File: config.mk
export PLATFORM = sky130hd
export DESIGN_NAME = pc_unit
export DESIGN_NICKNAME = d
export VERILOG_FILES = /design/src/rtl/pc_unit.sv
export SDC_FILE = /design/constraint.sdc
export NUM_CORES = 1
export LEC_CHECK = 0
export ABC_AREA = 1
export BUFFER_PORTS_ARGS = -buffer_cell sky130_fd_sc_hd__buf_2
export CELL_PAD_IN_SITES_DETAIL_PLACEMENT = 2
export CELL_PAD_IN_SITES_GLOBAL_PLACEMENT = 2
export CORE_MARGIN = 1.5
export CORE_UTILIZATION = 23
export DETAILED_ROUTE_END_ITERATION = 10
export GPL_TIMING_DRIVEN = 0
export MAX_ROUTING_LAYER = met4
export PLACE_DENSITY_LB_ADDON = 0.1
export SLEW_MARGIN = 40
export SYNTH_ARGS = -nofsm -noshare
export SYNTH_HDL_FRONTEND = slang
export SYNTH_SLANG_ARGS = --single-unit
File: constraint.sdc
create_clock -name clk -period 1.2 [get_ports clk]
set_input_delay 0.18 -clock clk [delete_from_list [all_inputs] [get_ports clk]]
set_output_delay 0.18 -clock clk [all_outputs]
set_load 0.02 [all_outputs]
File: src/rtl/pc_unit.sv
// Program counter: clear/load/call/return/increment/hold, strict priority.
// Return-address stack is built only when PC_RAS_EN is defined.
module pc_unit #(
  parameter int unsigned      WIDTH        = 16,
  parameter logic [WIDTH-1:0] RESET_VECTOR = '0,
  parameter logic [WIDTH-1:0] STEP         =
    {{(WIDTH-1){1'b0}}, 1'b1},
  parameter int unsigned      RAS_DEPTH    = 4
) (
  input  logic             clk,
  input  logic             rst_n,
  input  logic             clr,
  input  logic             load,
  input  logic [WIDTH-1:0] ld_addr,
  input  logic             inc,
  input  logic             call,
  input  logic             ret,
  output logic [WIDTH-1:0] pc,
  output logic             wrap,
  output logic             ras_full,
  output logic             ras_empty,
  output logic             ras_err
);

  if (WIDTH < 2 || RAS_DEPTH < 1) begin : g_param_chk
    $error("pc_unit: bad parameters");
  end

  logic [WIDTH-1:0] pc_q, pc_d;
  logic             wrap_q, wrap_d;
  logic             err_q, err_d;
  logic [WIDTH:0]   sum;
  logic [WIDTH-1:0] nxt;

  assign sum = {1'b0, pc_q} + {1'b0, STEP};
  assign nxt = sum[WIDTH-1:0];

`ifdef PC_RAS_EN
  localparam int unsigned PW =
    (RAS_DEPTH > 1) ? $clog2(RAS_DEPTH) : 1;
  localparam int unsigned CW = $clog2(RAS_DEPTH + 1);
  localparam logic [CW-1:0] FULL = CW'(RAS_DEPTH);
  localparam logic [PW-1:0] LAST = PW'(RAS_DEPTH - 1);

  // Circular buffer: a push when full overwrites the oldest slot.
  logic [WIDTH-1:0] mem_q [RAS_DEPTH];
  logic [PW-1:0]    sp_q, sp_d, sp_inc, sp_dec;
  logic [CW-1:0]    cnt_q, cnt_d;
  logic             push;
  logic             full, empty;

  assign sp_inc = (sp_q == LAST) ? '0 : sp_q + 1'b1;
  assign sp_dec = (sp_q == '0) ? LAST : sp_q - 1'b1;
  assign full   = (cnt_q == FULL);
  assign empty  = (cnt_q == '0);

  always_ff @(posedge clk) begin
    if (push) mem_q[sp_q] <= nxt;
  end

  always_ff @(posedge clk or negedge rst_n) begin
    if (!rst_n) begin
      sp_q  <= '0;
      cnt_q <= '0;
    end else begin
      sp_q  <= sp_d;
      cnt_q <= cnt_d;
    end
  end

  assign ras_full  = full;
  assign ras_empty = empty;
`else
  assign ras_full  = 1'b0;
  assign ras_empty = 1'b1;
`endif

  always_comb begin
    pc_d   = pc_q;
    wrap_d = 1'b0;
    err_d  = 1'b0;
`ifdef PC_RAS_EN
    sp_d   = sp_q;
    cnt_d  = cnt_q;
    push   = 1'b0;
`endif
    priority case (1'b1)
      clr: begin
        pc_d = RESET_VECTOR;
`ifdef PC_RAS_EN
        sp_d  = '0;
        cnt_d = '0;
`endif
      end
      load: pc_d = ld_addr;
`ifdef PC_RAS_EN
      call: begin
        pc_d = ld_addr;
        push = 1'b1;
        sp_d = sp_inc;
        if (full) err_d = 1'b1;
        else      cnt_d = cnt_q + 1'b1;
      end
      ret: begin
        if (empty) begin
          err_d = 1'b1;
        end else begin
          pc_d  = mem_q[sp_dec];
          sp_d  = sp_dec;
          cnt_d = cnt_q - 1'b1;
        end
      end
`else
      call: pc_d = ld_addr;
      ret:  pc_d = pc_q;
`endif
      inc: begin
        pc_d   = nxt;
        wrap_d = sum[WIDTH];
      end
      default: pc_d = pc_q;
    endcase
  end

  always_ff @(posedge clk or negedge rst_n) begin
    if (!rst_n) begin
      pc_q   <= RESET_VECTOR;
      wrap_q <= 1'b0;
      err_q  <= 1'b0;
    end else begin
      pc_q   <= pc_d;
      wrap_q <= wrap_d;
      err_q  <= err_d;
    end
  end

  assign pc      = pc_q;
  assign wrap    = wrap_q;
  assign ras_err = err_q;

endmodule

# Yosys cells after proc, flatten, opt, wreduce, memory -nomap -nowiden
# Index checks and enable logic that the tools add are counted.
[op_classes]
n_mux = 10
n_eq_ne = 1
addsub = 1
reduce_logical = 2
[ops]
columns = ["op", "count"]
rows = [
  ["16-bit two-way mux", 5],
  ["16-bit by 1-bit adder with 17-bit output, second input constant", 1],
  ["1-bit two-way mux", 5],
  ["4-bit inequality test, second input constant", 1],
  ["4-bit nonzero test", 1],
  ["2-bit AND reduction", 1],
]
[word_totals]
wordCells = 16
output_inout_bits = 20
reg_bits = 17
inputBits = 23

# Longest topological paths before layout
# Gate-level depths: netlist (run 1).
[logic_depth]
ltp_word = 6
ltp_mapped = 10
ltp_nobuf = 10

# Worst setup path after synthesis (run 1)
# OpenSTA, ideal clock, no wires.
[synth_path]
path_type = "register -> register"
startpoint = "register pc_q[0] (netlist: pc[0])"
endpoint = "register pc_q[6] (netlist: pc[6])"
t_required_ns = 1.073
setup_time_ns = 0.127
stages_incl_launch_ff = 7
t_arrival_ns = 1.313
setup_slack_ns = -0.241
synth_period_minus_slack_ns = 1.441
path_buffers = 0
path_cell_list = "dfrtp_1 > ha_1 > nand3_1 > nor2_1 > or2_2 > a21oi_1 > o21ai_0"
[synth_between]
elab_chain_len = 6
[synth_rtl]
columns = ["element", "line", "source"]
rows = [
  ["start: declaration", "29", "logic [WIDTH-1:0] pc_q, pc_d;"],
  ["start signal: assignment", "131", "pc_q <= pc_d;"],
  ["16-bit by 1-bit adder with 17-bit output", "35", "assign sum = {1'b0, pc_q} + {1'b0, STEP};"],
  ["16-bit two-way mux (5 in a row)", "87", "priority case (1'b1)"],
]
# No other way between the ends. The select of a mux whose other input is x is not followed.
# A chain may end at the register's enable or synchronous reset.

# Final worst setup path (run 1)
[layout_path]
startpoint = "register pc_q[1] (netlist: pc[1])"
endpoint = "register pc_q[4] (netlist: pc[4])"
# The elaborated chain is that of the path after synthesis.

==> qor.yml, run 1 <==
status:
  violations: "setup timing"
  status: "complete, but fails checks"
final_layout:
  final_common_cell: "nand2_1"
  stdcell_area_um2: 1860
  final_cell_mix: "nand2_1, buf_2, nor2_1"
  area.growth.synth_to_final_pct: 45.1
  antenna_cells: 0
  drive_above_1_share_pct: 43.4
  n_fill_cell: 673
  fin_nets: 274
logic_synthesis:
  yosysWarnings: 0
  syn_inst: 190
  postSynth.asyncResetShare_pct: 100
  syn_area_um2: 1280
  synthTopCellsByArea: "dfrtp_1, nand2_1, nor2_1"
  ys_ff_latch: 17
  synth_top_area_cell: "dfrtp_1"
  synth_cell_types: 30
  ys.flop_type: "dfrtp_1"
  syn_avg_cell_area_um2: 6.76
  synth_enable_flop_cells: 0
  synth_top_cell_area_share_pct: 33.1
  synth-seq-area-share_pct: 33.1
sta:
  setup_ws_ns: -0.122
  period_share_pct: 110
  hold_viol: 0
  period_needed_ns: 1.32
  slew_violations: 0
  fmax_mhz: 757
  finalSetupViolCount: 11
  rsz0062_at_grt: "yes"
  fin_worst_skew_ns: 0.00186
floorplan:
  initial_utilization_pct: 23.6
  fp-row-count: 27
  fp.coreArea_um2: 5440
  io_pins: 43
  die_area_um2: 6040
  die_x_um: 77.7
  die_h_um: 77.7
critical_path:
  path_max_fanout: 5
  rrSetupSlack_ns: -0.12
  end_kind: "register"
  required_ns: 1.36
  cp-start-kind: "register"
  crit_arrival_ns: 1.48
  worstSetupPathType: "register to register"
route:
  route.detailed.drc: 0
  firstDrtPassIters: 4
  avgRoutedWirePerCell_um: 14.5
  ant_nets: 0
  vias_per_cell: 4.47
  drt-total-wl_um: 4640
  vias: 1434
  first_iter_violations: 63
clock_network:
  numClockSinks: 17
  cts_buffer_depth: 2
  clkTransAtPathRegs_ns: 0.08
  cts_buffers: 3
  root_buffer: "clkbuf_8"
  cts_tree: "yes"
  htreeDepth: 1
  worstSkewPairLatency_ns: 0.26
placed_design:
  dpl-instance-area_um2: 1610
  post-dp-hpwl_um: 3350
  place_congestion: 0.740
  preCtsSetupSlack_ns: -0.179
  port_buffers: 39
global_routing:
  grt_pass1_wl_um: 7460
  overflow: 0
  antenna_found_initial: 0
  first_global_vias: 1427
  grt_use_total_pct: 16.4
  grt_max_degree: 18
power:
  leakagePower_nw: 0.894
  irDropWorstVdd_v: 0.000344
  power.density_nw_per_um2: 875
job:
  drv_cap: 0
worst_hold_path:
  hold_path_class: "input pin to register"
## synthesized netlist by cell type, drive strengths merged, types with 2 or more instances
cell type,count
dfrtp,17
conb,2
inv,17
nand3,11
o21ai,13
nand4,5
o22ai,2
a21oi,3
xor2,3
buf,6
nand2,68
nor2,32
## state kept, by name (all words and copies together), names as in the netlist
register and count:
pc 16, wrap 1
## where the power goes
group	switching, mW	leakage (nW)	total, mW	internal, mW
Combinational	0.271	0.668	0.465	0.194
Sequential	0.0749	0.203	0.699	0.624
Clock	0.231	0.0228	0.468	0.237
Total	0.577	0.894	1.63	1.05
## final timing paths
| check | from | end | cells after the start |
|---|---|---|---|
| max | pc[1]$_DFFE_PN0P_ | pc[4]$_DFFE_PN0P_ | 8 |
| min | ld_addr[3] | pc[3]$_DFFE_PN0P_ | 3 |
| max reg2reg | pc[1]$_DFFE_PN0P_ | pc[4]$_DFFE_PN0P_ | 8 |
| min reg2reg | pc[9]$_DFFE_PN0P_ | pc[9]$_DFFE_PN0P_ | 2 |
| max in group asynchronous | rst_n | pc[12]$_DFFE_PN0P_ | 2 |
| min in group asynchronous | rst_n | pc[4]$_DFFE_PN0P_ | 2 |
## per-layer routing
metal	track usage [%]	vias to the layer above	part of all wire [%]
met5	-	-	0
met4	3.82	0	0.65
met3	1.53	2	3.2
met2	25.8	32	47
met1	22.7	680	49
li1	-	720	-
## stage by stage
stage	util, %	setup TNS, ns	power [mW]	cells	hold WS (ns)
2_1_floorplan	-	-0.323	0.938	191	-0.116
3_3_place_gp	29.7	-2.10	1.10	302	0.149
3_5_place_dp	29.7	-2.33	1.10	302	0.143
4_1_cts	32.0	-0.703	1.59	311	0.164
5_1_grt	34.3	-2.19	1.73	321	0.176
6_report	34.3	-0.785	1.63	321	0.161
## area by class of cell
type | count | area (µm²) | share of cell area [%]
Multi-Input combinational cell | 150 | 845 | 45.3
Clock buffer | 4 | 45.0 | 2.42
Inverter | 17 | 66.3 | 3.56
Tap cell | 72 | 90.1 | 4.84
Timing Repair Buffer | 54 | 319 | 17.1
Sequential cell | 17 | 442 | 23.7
Buffer | 7 | 56.3 | 3.02
## worst max-delay path, stage by stage (launching register included)
cell and delay [ns]:
dfrtp_2 0.45, ha_4 0.19, nand3_4 0.10, inv_4 0.05, buf_4 0.13, o21ai_2 0.11, o21ai_1 0.06, nand2_1 0.06
nand2_1 0.05
## kinds of logic (layout without fill, tap and decap cells)
| family | after synthesis | in the layout | synth area share (%) |
|---|---|---|---|
| AND/OR/NAND/NOR | 121 | 121 | 44.1 |
| buffers and inverters | 24 | 82 | 9.36 |
| AO/OA/AOI/OAI | 21 | 21 | 9.06 |
| flip-flops | 17 | 17 | 33.1 |
| XOR/XNOR | 3 | 3 | 2.05 |
| other | 2 | 3 | 0.585 |
| adder cells (fa/ha/maj) | 1 | 1 | 0.975 |
| multiplexers | 1 | 1 | 0.780 |
## what timing repair did
| action | CTS | global route |
|---|---|---|
| setup buffers | 4 | 10 |
| resized for setup | 14 | 16 |
| endpoints found under the hold margin | 17 | 0 |
| hold buffers | 1 | 0 |
| setup endpoints to repair | 13 | 16 |
| pin swaps | 9 | 10 |
| gates cloned | 0 | 0 |
Power figures use the tool's default switching activity.
==> run 2, diff against run 1 <==
--- a/config.mk
+++ b/config.mk
@@ -14,7 +14,7 @@
 export DETAILED_ROUTE_END_ITERATION = 10
 export GPL_TIMING_DRIVEN = 0
 export MAX_ROUTING_LAYER = met4
-export PLACE_DENSITY_LB_ADDON = 0.1
+export PLACE_DENSITY = 0.76
 export SLEW_MARGIN = 40
 export SYNTH_ARGS = -nofsm -noshare
 export SYNTH_HDL_FRONTEND = slang
==> run 2 against run 1 <==
Against the previous run:
- the run still ends with setup timing left
- count of clock-buffer cells in the layout unchanged
- critical path depth decreased by 1
- sequential power about the same
- design area increased by 0.74%
- combinational power increased by 6.5%
- final cell count decreased by 0.31%
- core utilization increased by 0.25 points
- worst hold slack improved by 0.0038 ns
- global-route usage increased by 0.24 points
- register-to-register slack got worse by 0.03 ns
- non-clock buffer count decreased by 1
- routed wire length increased by 13%
==> qor.yml, run 2 (synthesized netlist as in run 1, its figures left out) <==
final_layout:
  drive_above_1_share_pct: 42.7  # -0.63 points
  antenna_cells: 0  # unchanged
  fin_nets: 273  # -0.36%
  stdcell_area_um2: 1880  # +0.74%
  largest_reg_flops: 16  # unchanged
  final_cell_mix: "nand2_1, buf_2, nor2_1"
  area.growth.synth_to_final_pct: 46.2
  final_common_cell: "nand2_1"
sta:
  setup_tns_ns: -1.04  # -0.252 ns
  period_share_pct: 113  # +2.9 points
  period_needed_ns: 1.36  # +0.0344 ns
  slew_violations: 0  # unchanged
  fmax_mhz: 737  # -2.5%
  finalSetupViolCount: 13  # +2
  setup_ws_ns: -0.156  # -0.0344 ns
  hold_viol: 0  # unchanged
  rsz0062_at_grt: "yes"
  fin_worst_skew_ns: 0.00107  # -0.000788 ns
clock_network:
  htreeDepth: 1  # unchanged
  cts_buffers: 3  # unchanged
  cts_buffer_depth: 2  # unchanged
  cts_tree: "yes"
  numClockSinks: 17  # unchanged
  worstSkewPairLatency_ns: 0.26  # about the same
  root_buffer: "clkbuf_8"
  clkTransAtPathRegs_ns: 0.08  # about the same
route:
  first_iter_violations: 78  # +24%
  drt-total-wl_um: 5220  # +13%
  vias_per_cell: 4.57  # +2.3%
  vias: 1462  # +2.0%
  route.detailed.drc: 0  # unchanged
  ant_nets: 0  # unchanged
  firstDrtPassIters: 4  # unchanged
  avgRoutedWirePerCell_um: 16.3  # +13%
job:
  drv_cap: 0  # unchanged
global_routing:
  grt_max_degree: 18  # unchanged
  grt_pass1_wl_um: 7550  # +1.2%
  first_global_vias: 1463  # +2.5%
  grt_use_total_pct: 16.7  # +0.24 points
  overflow: 0  # unchanged
  antenna_found_initial: 0  # unchanged
critical_path:
  cp-start-kind: "register"
  r2r_cells: 7  # -1
  crit_arrival_ns: 1.47  # about the same
  end_kind: "register"
  slowest_delay_ns: 0.42  # -0.03 ns
  path_max_fanout: 5  # unchanged
  path_cells: "nand2_1 -> nor2_4 -> nand3_1 -> nand2_1 -> nand3_1 -> nand2_1 -> o21ai_0"
  cp_slowest_cell: "dfrtp_2"
  worstSetupPathType: "register to register"
  required_ns: 1.32  # -0.04 ns
  cp_common_cell: "nand2_1"
status:
  status: "complete, but fails checks"
  violations: "setup timing"
worst_hold_path:
  hold_path_class: "input pin to register"
  whs_path_depth: 3  # unchanged
placed_design:
  dpl-instance-area_um2: 1610  # unchanged
  port_buffers: 39  # unchanged
  place_congestion: 0.850  # +15%
  post-dp-hpwl_um: 3400  # +1.4%
floorplan:
  io_pins: 43  # unchanged
  die_area_um2: 6040  # unchanged
  fp-row-count: 27  # unchanged
  die_h_um: 77.7  # unchanged
  fp.coreArea_um2: 5440  # unchanged
  initial_utilization_pct: 23.6  # unchanged
  die_x_um: 77.7  # unchanged
power:
  irDropWorstVdd_v: 0.000329  # -4.5%
  total_power_mw: 1.66  # +1.9%
  power.density_nw_per_um2: 886  # +1.2%
  leakagePower_nw: 0.888  # -0.69%
run 2: cell types whose count changed in the layout (fill, tap and decap cells not counted), sizes merged:
cell,before,now
buf,59,58
run 2: where the power goes:
part | switching, mW | internal (mW) | leakage [nW]
Combinational | 0.285 | 0.210 | 0.661
Sequential | 0.0750 | 0.624 | 0.203
Clock | 0.232 | 0.237 | 0.0228
Total | 0.592 | 1.07 | 0.888
run 2: per-stage QoR:
step | hold WS, ns | instances | setup WS (ns) | util [%]
after global placement | 0.151 | 302 | -0.159 | 29.7
final | 0.165 | 320 | -0.156 | 34.5
after detailed placement | 0.157 | 302 | -0.167 | 29.7
after global routing | 0.177 | 320 | -0.262 | 34.5
after floorplan | -0.116 | 191 | -0.0995 | -
after CTS | 0.170 | 313 | -0.112 | 31.7
run 2: path summary, 6_finish.rpt:
kind	from	to	slack, ns
max	pc[5]$_DFFE_PN0P_	pc[10]$_DFFE_PN0P_	-0.16
min	ld_addr[3]	pc[3]$_DFFE_PN0P_	0.16
max reg2reg	pc[5]$_DFFE_PN0P_	pc[10]$_DFFE_PN0P_	-0.16
min reg2reg	pc[15]$_DFFE_PN0P_	pc[15]$_DFFE_PN0P_	0.54
max in group asynchronous	rst_n	pc[2]$_DFFE_PN0P_	0.49
min in group asynchronous	rst_n	pc[1]$_DFFE_PN0P_	0.38
run 2: layout make-up:
class,instances,area [µm²]
Fill cell,646,3560
Multi-Input combinational cell,150,838
Sequential cell,17,442
Timing Repair Buffer,53,339
Tap cell,72,90.1
Inverter,17,66.3
Buffer,7,56.3
Clock buffer,4,45.0
run 2: what timing repair did:
item                       in CTS  in global routing
hold buffers                    1                  0
pin swaps                       6                  9
buffers inserted                6                  8
setup endpoints to repair      12                 18
hold endpoints to repair       17                  0
gates resized for setup         3                 28
run 2: layer usage:
metal / track usage [%] / vias to the layer above / wire [µm]
met1: 22.5 / 712 / 2440
met4: 5.45 / 0 / 65
met5: - / - / 0
met2: 26.3 / 27 / 2600
li1: - / 718 / -
met3: 1.29 / 5 / 111
run 2: critical path, delay by kind of cell, from the launching register on:
kind	cells	cell delay [ns]
flops	1	0.42
compound gates	1	0.12
simple gates	6	0.67
